### src/rtl/alu_pkg.sv
// Shared ALU operation codes and execute-unit state encoding; the ALU control
// decoder draws its code constants from this same package.
package alu_pkg;

    localparam logic [3:0] ALU_AND = 4'b0000;
    localparam logic [3:0] ALU_OR  = 4'b0001;
    localparam logic [3:0] ALU_ADD = 4'b0010;
    localparam logic [3:0] ALU_SUB = 4'b0110;
    localparam logic [3:0] ALU_SLT = 4'b0111;
    localparam logic [3:0] ALU_MUL = 4'b1000;

    typedef enum logic [1:0] {
        ST_IDLE = 2'b00,
        ST_BUSY = 2'b01,
        ST_DONE = 2'b10
    } state_e;

endpackage

### src/rtl/alu_exec_unit_mul.sv
// Iterative shift-add multiplier: one partial product per cycle for WIDTH cycles,
// returning the low WIDTH bits of the product.
module shift_add_mul #(
    parameter int WIDTH = 32
) (
    input  logic             clk,
    input  logic             rst_n,
    input  logic             start,
    input  logic [WIDTH-1:0] a,
    input  logic [WIDTH-1:0] b,
    output logic             done,
    output logic [WIDTH-1:0] product
);

    localparam int CW = (WIDTH > 1) ? $clog2(WIDTH) : 1;
    localparam logic [CW-1:0] LAST = CW'(WIDTH - 1);

    logic             busy_q, busy_d;
    logic [WIDTH-1:0] acc_q, acc_d;
    logic [WIDTH-1:0] mcand_q, mcand_d;
    logic [WIDTH-1:0] mplier_q, mplier_d;
    logic [CW-1:0]    cnt_q, cnt_d;
    logic [WIDTH-1:0] acc_sum;

    assign acc_sum = mplier_q[0] ? (acc_q + mcand_q) : acc_q;

    always_comb begin
        busy_d   = busy_q;
        acc_d    = acc_q;
        mcand_d  = mcand_q;
        mplier_d = mplier_q;
        cnt_d    = cnt_q;
        if (start) begin
            busy_d   = 1'b1;
            acc_d    = '0;
            mcand_d  = a;
            mplier_d = b;
            cnt_d    = '0;
        end else if (busy_q) begin
            acc_d    = acc_sum;
            mcand_d  = mcand_q << 1;
            mplier_d = mplier_q >> 1;
            cnt_d    = cnt_q + CW'(1);
            if (cnt_q == LAST) begin
                busy_d = 1'b0;
            end
        end
    end

    always_ff @(posedge clk or negedge rst_n) begin
        if (!rst_n) begin
            busy_q   <= 1'b0;
            acc_q    <= '0;
            mcand_q  <= '0;
            mplier_q <= '0;
            cnt_q    <= '0;
        end else begin
            busy_q   <= busy_d;
            acc_q    <= acc_d;
            mcand_q  <= mcand_d;
            mplier_q <= mplier_d;
            cnt_q    <= cnt_d;
        end
    end

    // The last step's sum is offered combinationally so the owner can register
    // it on the same edge that retires the final iteration.
    assign done    = busy_q && (cnt_q == LAST);
    assign product = acc_sum;

endmodule

### src/rtl/alu_exec_unit.sv
// Handshaked execute unit: single-cycle AND/OR/ADD/SUB/SLT plus an iterative MUL,
// with result and zero flag registered toward the EX/MEM boundary.
module alu_exec_unit
    import alu_pkg::*;
#(
    parameter int WIDTH = 32
) (
    input  logic             clk,
    input  logic             rst_n,
    input  logic             in_valid,
    output logic             in_ready,
    input  logic [3:0]       alu_ctrl,
    input  logic [WIDTH-1:0] op_a,
    input  logic [WIDTH-1:0] op_b,
    output logic             out_valid,
    input  logic             out_ready,
    output logic [WIDTH-1:0] result,
    output logic             zero,
    output logic [1:0]       state_dbg_o
);

    state_e           state_q, state_d;
    logic [WIDTH-1:0] result_q, result_d;
    logic             zero_q, zero_d;
    logic             accept;
    logic             mul_start;
    logic             mul_done;
    logic [WIDTH-1:0] mul_product;
    logic [WIDTH-1:0] alu_out;

    // Valid/ready: a transfer happens on a rising edge where valid && ready;
    // a requester holds valid and its payload until that edge, and the result
    // stays stable while out_valid is high and out_ready is low.
    assign in_ready  = (state_q == ST_IDLE) || ((state_q == ST_DONE) && out_ready);
    assign accept    = in_valid && in_ready;
    assign out_valid = (state_q == ST_DONE);

    always_comb begin
        case (alu_ctrl)
            ALU_AND: alu_out = op_a & op_b;
            ALU_OR:  alu_out = op_a | op_b;
            ALU_SUB: alu_out = op_a - op_b;
            ALU_SLT: alu_out = {{(WIDTH-1){1'b0}}, ($signed(op_a) < $signed(op_b))};
            default: alu_out = op_a + op_b;
        endcase
    end

    shift_add_mul #(.WIDTH(WIDTH)) u_mul (
        .clk     (clk),
        .rst_n   (rst_n),
        .start   (mul_start),
        .a       (op_a),
        .b       (op_b),
        .done    (mul_done),
        .product (mul_product)
    );

    always_comb begin
        state_d   = state_q;
        result_d  = result_q;
        mul_start = 1'b0;
        case (state_q)
            ST_BUSY: begin
                if (mul_done) begin
                    state_d  = ST_DONE;
                    result_d = mul_product;
                end
            end
            default: begin
                if (accept) begin
                    if (alu_ctrl == ALU_MUL) begin
                        state_d   = ST_BUSY;
                        mul_start = 1'b1;
                    end else begin
                        state_d  = ST_DONE;
                        result_d = alu_out;
                    end
                end else if ((state_q == ST_DONE) && out_ready) begin
                    state_d = ST_IDLE;
                end
            end
        endcase
        zero_d = (result_d == '0);
    end

    always_ff @(posedge clk or negedge rst_n) begin
        if (!rst_n) begin
            state_q  <= ST_IDLE;
            result_q <= '0;
            zero_q   <= 1'b1;
        end else begin
            state_q  <= state_d;
            result_q <= result_d;
            zero_q   <= zero_d;
        end
    end

    assign result      = result_q;
    assign zero        = zero_q;
    assign state_dbg_o = state_q;

endmodule

### config.mk
export PLATFORM = sky130hd
export DESIGN_NAME = alu_exec_unit
export DESIGN_NICKNAME = d
export VERILOG_FILES = /design/src/rtl/alu_pkg.sv /design/src/rtl/alu_exec_unit_mul.sv /design/src/rtl/alu_exec_unit.sv
export SDC_FILE = /design/constraint.sdc
export NUM_CORES = 1
export LEC_CHECK = 0
export CORE_ASPECT_RATIO = 0.8
export CORE_MARGIN = 4
export CORE_UTILIZATION = 65
export CTS_CLUSTER_DIAMETER = 50
export DETAILED_ROUTE_END_ITERATION = 10
export GPL_TIMING_DRIVEN = 0
export PLACE_DENSITY = 0.93
export SYNTH_ARGS = -nofsm -noshare
export SYNTH_HDL_FRONTEND = slang
export SYNTH_HIERARCHICAL = 1
export SYNTH_SLANG_ARGS = --single-unit
### constraint.sdc
create_clock -name clk -period 7.6 [get_ports clk]
set_input_delay 1.14 -clock clk [delete_from_list [all_inputs] [get_ports clk]]
set_output_delay 1.14 -clock clk [all_outputs]
set_load 0.005 [all_outputs]
==> results.toml, run 1 <==
[min_path]
timing.hold.worst_endpoint = "u_mul/cnt_q[4]"
start_point_of_the_worst_min_delay_path = "u_mul/cnt_q[4]"
min_path_cells = 2
tightest_hold_check_type = "reg2reg"

[timing]
setup_viol = 0
worst_clock_skew_ns = 0.0107
drv_slew = 0
worst_rel_slew_slack_pct = 0.447
post-route-worst-setup-slack_ns = 1.11
timing.final.crit_share_pct = 85.4
hold_ws_ns = 0.541
timing_worst_slew_pin_value_ns = 1.48
timing.final.hold_violations = 0
max_freq_ghz = 0.154
final_period_minus_worst_setup_slack_ns = 6.49
setup_repair_after_global_routing_missed_its_margin = "no"
final.setup.tns_ns = 0

[die]
row_count = 47
chipWidth_um = 172
die_h_um = 140
top_level_ports = 109
dieArea_um2 = 24100
core_um2 = 21000
initial_core_util_pct = 67.0

[layout]
layout-drive-gt1-share_pct = 6.69
nNetsFinal = 2105
area.growth.synth_to_final_pct = 14.7
final_core_occ_pct = 76.8
summed_area_of_non_filler_cells_in_the_final_layout_um2 = 16100
multi_input_comb_area_um2 = 9710
final.fill_count = 1535
register_area_um2 = 3430
count_of_inserted_antenna_diode_cells = 0

[synthesis]
largest_cells_by_area_after_synthesis = "dfrtp_1 24%, ha_1 11%, mux2i_1 5.9%"
syn-instance-count = 1774
netlist.top_cell.by_area = "dfrtp_1"
post_synthesis_sequential_area_ratio_pct = 24.4
mappedNetlistArea_um2 = 14100
average_instance_area_after_synthesis_um2 = 7.92
synth-seq-cells = 137
synth-async-reset-ratio_pct = 100
netlist.area_leader.share_pct = 24.2
netlist-cell-type-count = 111
synth_enable_flop_cells = 0
yosys_warnings = 6
synth_nets = 1978
yosys_most_used_dff = "dfrtp_1"

[pwr]
worst_ir_drop_vdd_v = 0.000171
power-per-cell-area_nw_per_um2 = 292
leak_pwr_nw = 6.66

[setup_path]
worstSetupStartpointType = "input pin"
crit_arrival_ns = 6.85
worst-path-max-fanout = 10
rr_startpoint = "u_mul/busy_q"
timing.rr.end = "zero"
worst-endpoint-required_ns = 7.96
endpoint_kind = "register"
reg2regPathDepth = 15
critical_path_class = "in2reg"
worst_r2r_setup_slack_ns = 1.72

[global_route]
globalRouteOverflowTotal = 0
first_global_vias = 14200
wire_length_of_the_first_global_routing_pass_um = 81400
antenna_violations_before_repair = 0
grt_max_degree = 71
gr-usage-all-layers_pct = 43.7

[placement]
dp.final_hpwl_um = 41100
finalWeightedCongestion = 1.11
placement.cell_area_um2 = 15500
port_buffers = 107
pre_cts_slack_ns = 1.10

[cts]
cts-hold-fix-buffers = 0
clock_latency_ns = 0.45
cts_post_setup_buffers_inserted = 0
cts_tree = "done"
cts_buffer_depth = 2
numCtsBuffers = 17
clk_pin_slew_ns = 0.07
cts_resized = 0
cts_num_sinks = 137
cts_htree_levels = 4
ctsRootBufferMaster = "clkbuf_16"

[routing]
first_pass_iters = 9
drc = 0
vias = 15500
drt_wl_total_um = 54300
drt.antenna.violating_nets = 0
via_per_inst = 7.11
drt-wirelength-per-cell_um = 24.9
drt-initial-drc-count = 2791

[status]
run_status = "finished, violations left"
failed_checks = "capacitance limit"

[job]
cap_viol_max_count = 1
cell type report:
type | instances | share of cell area, %
clock inverters | 15 | 1.26
clock buffers | 17 | 2.64
inverters | 120 | 2.79
flip-flops and latches | 137 | 21.3
plain buffers | 110 | 2.89
repair buffers | 108 | 6.82
multi-input cells | 1407 | 60.2
well taps | 269 | 2.09
kinds of logic after synthesis:
group,Yosys count,share of synthesized area [%]
AO/OA/AOI/OAI,570,27.3
flip-flops,137,24.4
adder cells (fa/ha/maj),132,11.9
XOR/XNOR,44,2.74
multiplexers,107,7.83
AND/OR/NAND/NOR,554,19.3
buffers and inverters,230,6.52
critical path, cell delays in order:
cell             delay (ns)
clkdlybuf4s50_1        0.56
buf_2                  0.27
clkbuf_1               0.25
clkbuf_1               0.44
clkbuf_1               0.44
clkbuf_1               0.42
or3b_2                 0.56
nor2_1                 0.54
clkbuf_1               0.53
clkbuf_1               0.51
buf_1                  0.74
nand2_1                0.25
o21ai_0                0.17
cell usage in the layout (no fill, tap or decap), types with 23 or more instances in the layout:
| cell | n |
|---|---|
| a211oi_1 | 33 |
| clkbuf_1 | 79 |
| inv_1 | 117 |
| a21o_1 | 30 |
| clkdlybuf4s50_1 | 106 |
| o21ai_0 | 139 |
| xnor2_1 | 30 |
| mux2i_1 | 83 |
| nor2_1 | 137 |
| a21oi_1 | 134 |
| ha_1 | 129 |
| nand3_1 | 40 |
| mux2_2 | 23 |
| nand2_1 | 171 |
| nor3_1 | 54 |
| dfrtp_1 | 136 |
registers in the layout, indices dropped and copies added, names as in the netlist:
| signal | count |
|---|---|
| u_mul/mcand_q | 32 |
| zero | 1 |
| u_mul/cnt_q | 5 |
| u_mul/acc_q | 32 |
| u_mul/mplier_q | 32 |
| result | 32 |
| u_mul/busy_q | 1 |
| state_dbg_o | 2 |
power breakdown:
| part | internal, mW | switching, mW |
|---|---|---|
| registers | 0.929 | 0.182 |
| logic | 1.05 | 1.64 |
| clock network | 0.504 | 0.404 |
| total | 2.48 | 2.23 |
metal layers:
metal  part of all wire (%)  GRT usage [%]
met5                      0              0
met4                    5.1           15.5
met3                     16           16.4
met2                     41           62.5
met1                     39           60.5
how the worst max path moves through the flow:
stage	startpoint	endpoint	slack, ns	cells after the start
3_3_place_gp	rst_n	u_mul/mplier_q[28]	-0.02	1
4_1_cts	alu_ctrl[0]	u_mul/mcand_q[4]	1.59	13
5_1_grt	alu_ctrl[0]	u_mul/mplier_q[27]	1.23	13
3_5_place_dp	alu_ctrl[0]	u_mul/mcand_q[4]	1.10	13
2_1_floorplan	op_a[6]	zero	3.13	14
6_report	alu_ctrl[0]	u_mul/mplier_q[27]	1.11	13
synthesized netlist by cell type (21+ instances only):
cell type  number
a211oi_1       33
ha_1          129
nor2_1        137
clkbuf_1       79
o211ai_1       21
mux2i_1        83
inv_1         117
mux2_2         23
nand2_1       171
dfrtp_1       136
o21ai_0       139
nor3_1         54
a21o_1         30
xnor2_1        30
a21oi_1       134
nand3_1        40
metrics by stage:
step	total power [mW]	instances
after floorplan	2.85	1774
after global placement	3.47	2150
after detailed placement	3.59	2151
after CTS	4.54	2183
after global routing	4.88	2183
final	4.70	2183
Power figures use the tool's default switching activity.
==> run 2: changes to the inputs <==
--- a/config.mk
+++ b/config.mk
@@ -5,6 +5,7 @@
 export SDC_FILE = /design/constraint.sdc
 export NUM_CORES = 1
 export LEC_CHECK = 0
+export ABC_CLOCK_PERIOD_IN_PS = 7600
 export CORE_ASPECT_RATIO = 0.8
 export CORE_MARGIN = 4
 export CORE_UTILIZATION = 65
==> results of run 2 <==
Same layout as run 1: the final DEF is identical, and so are final timing and power.
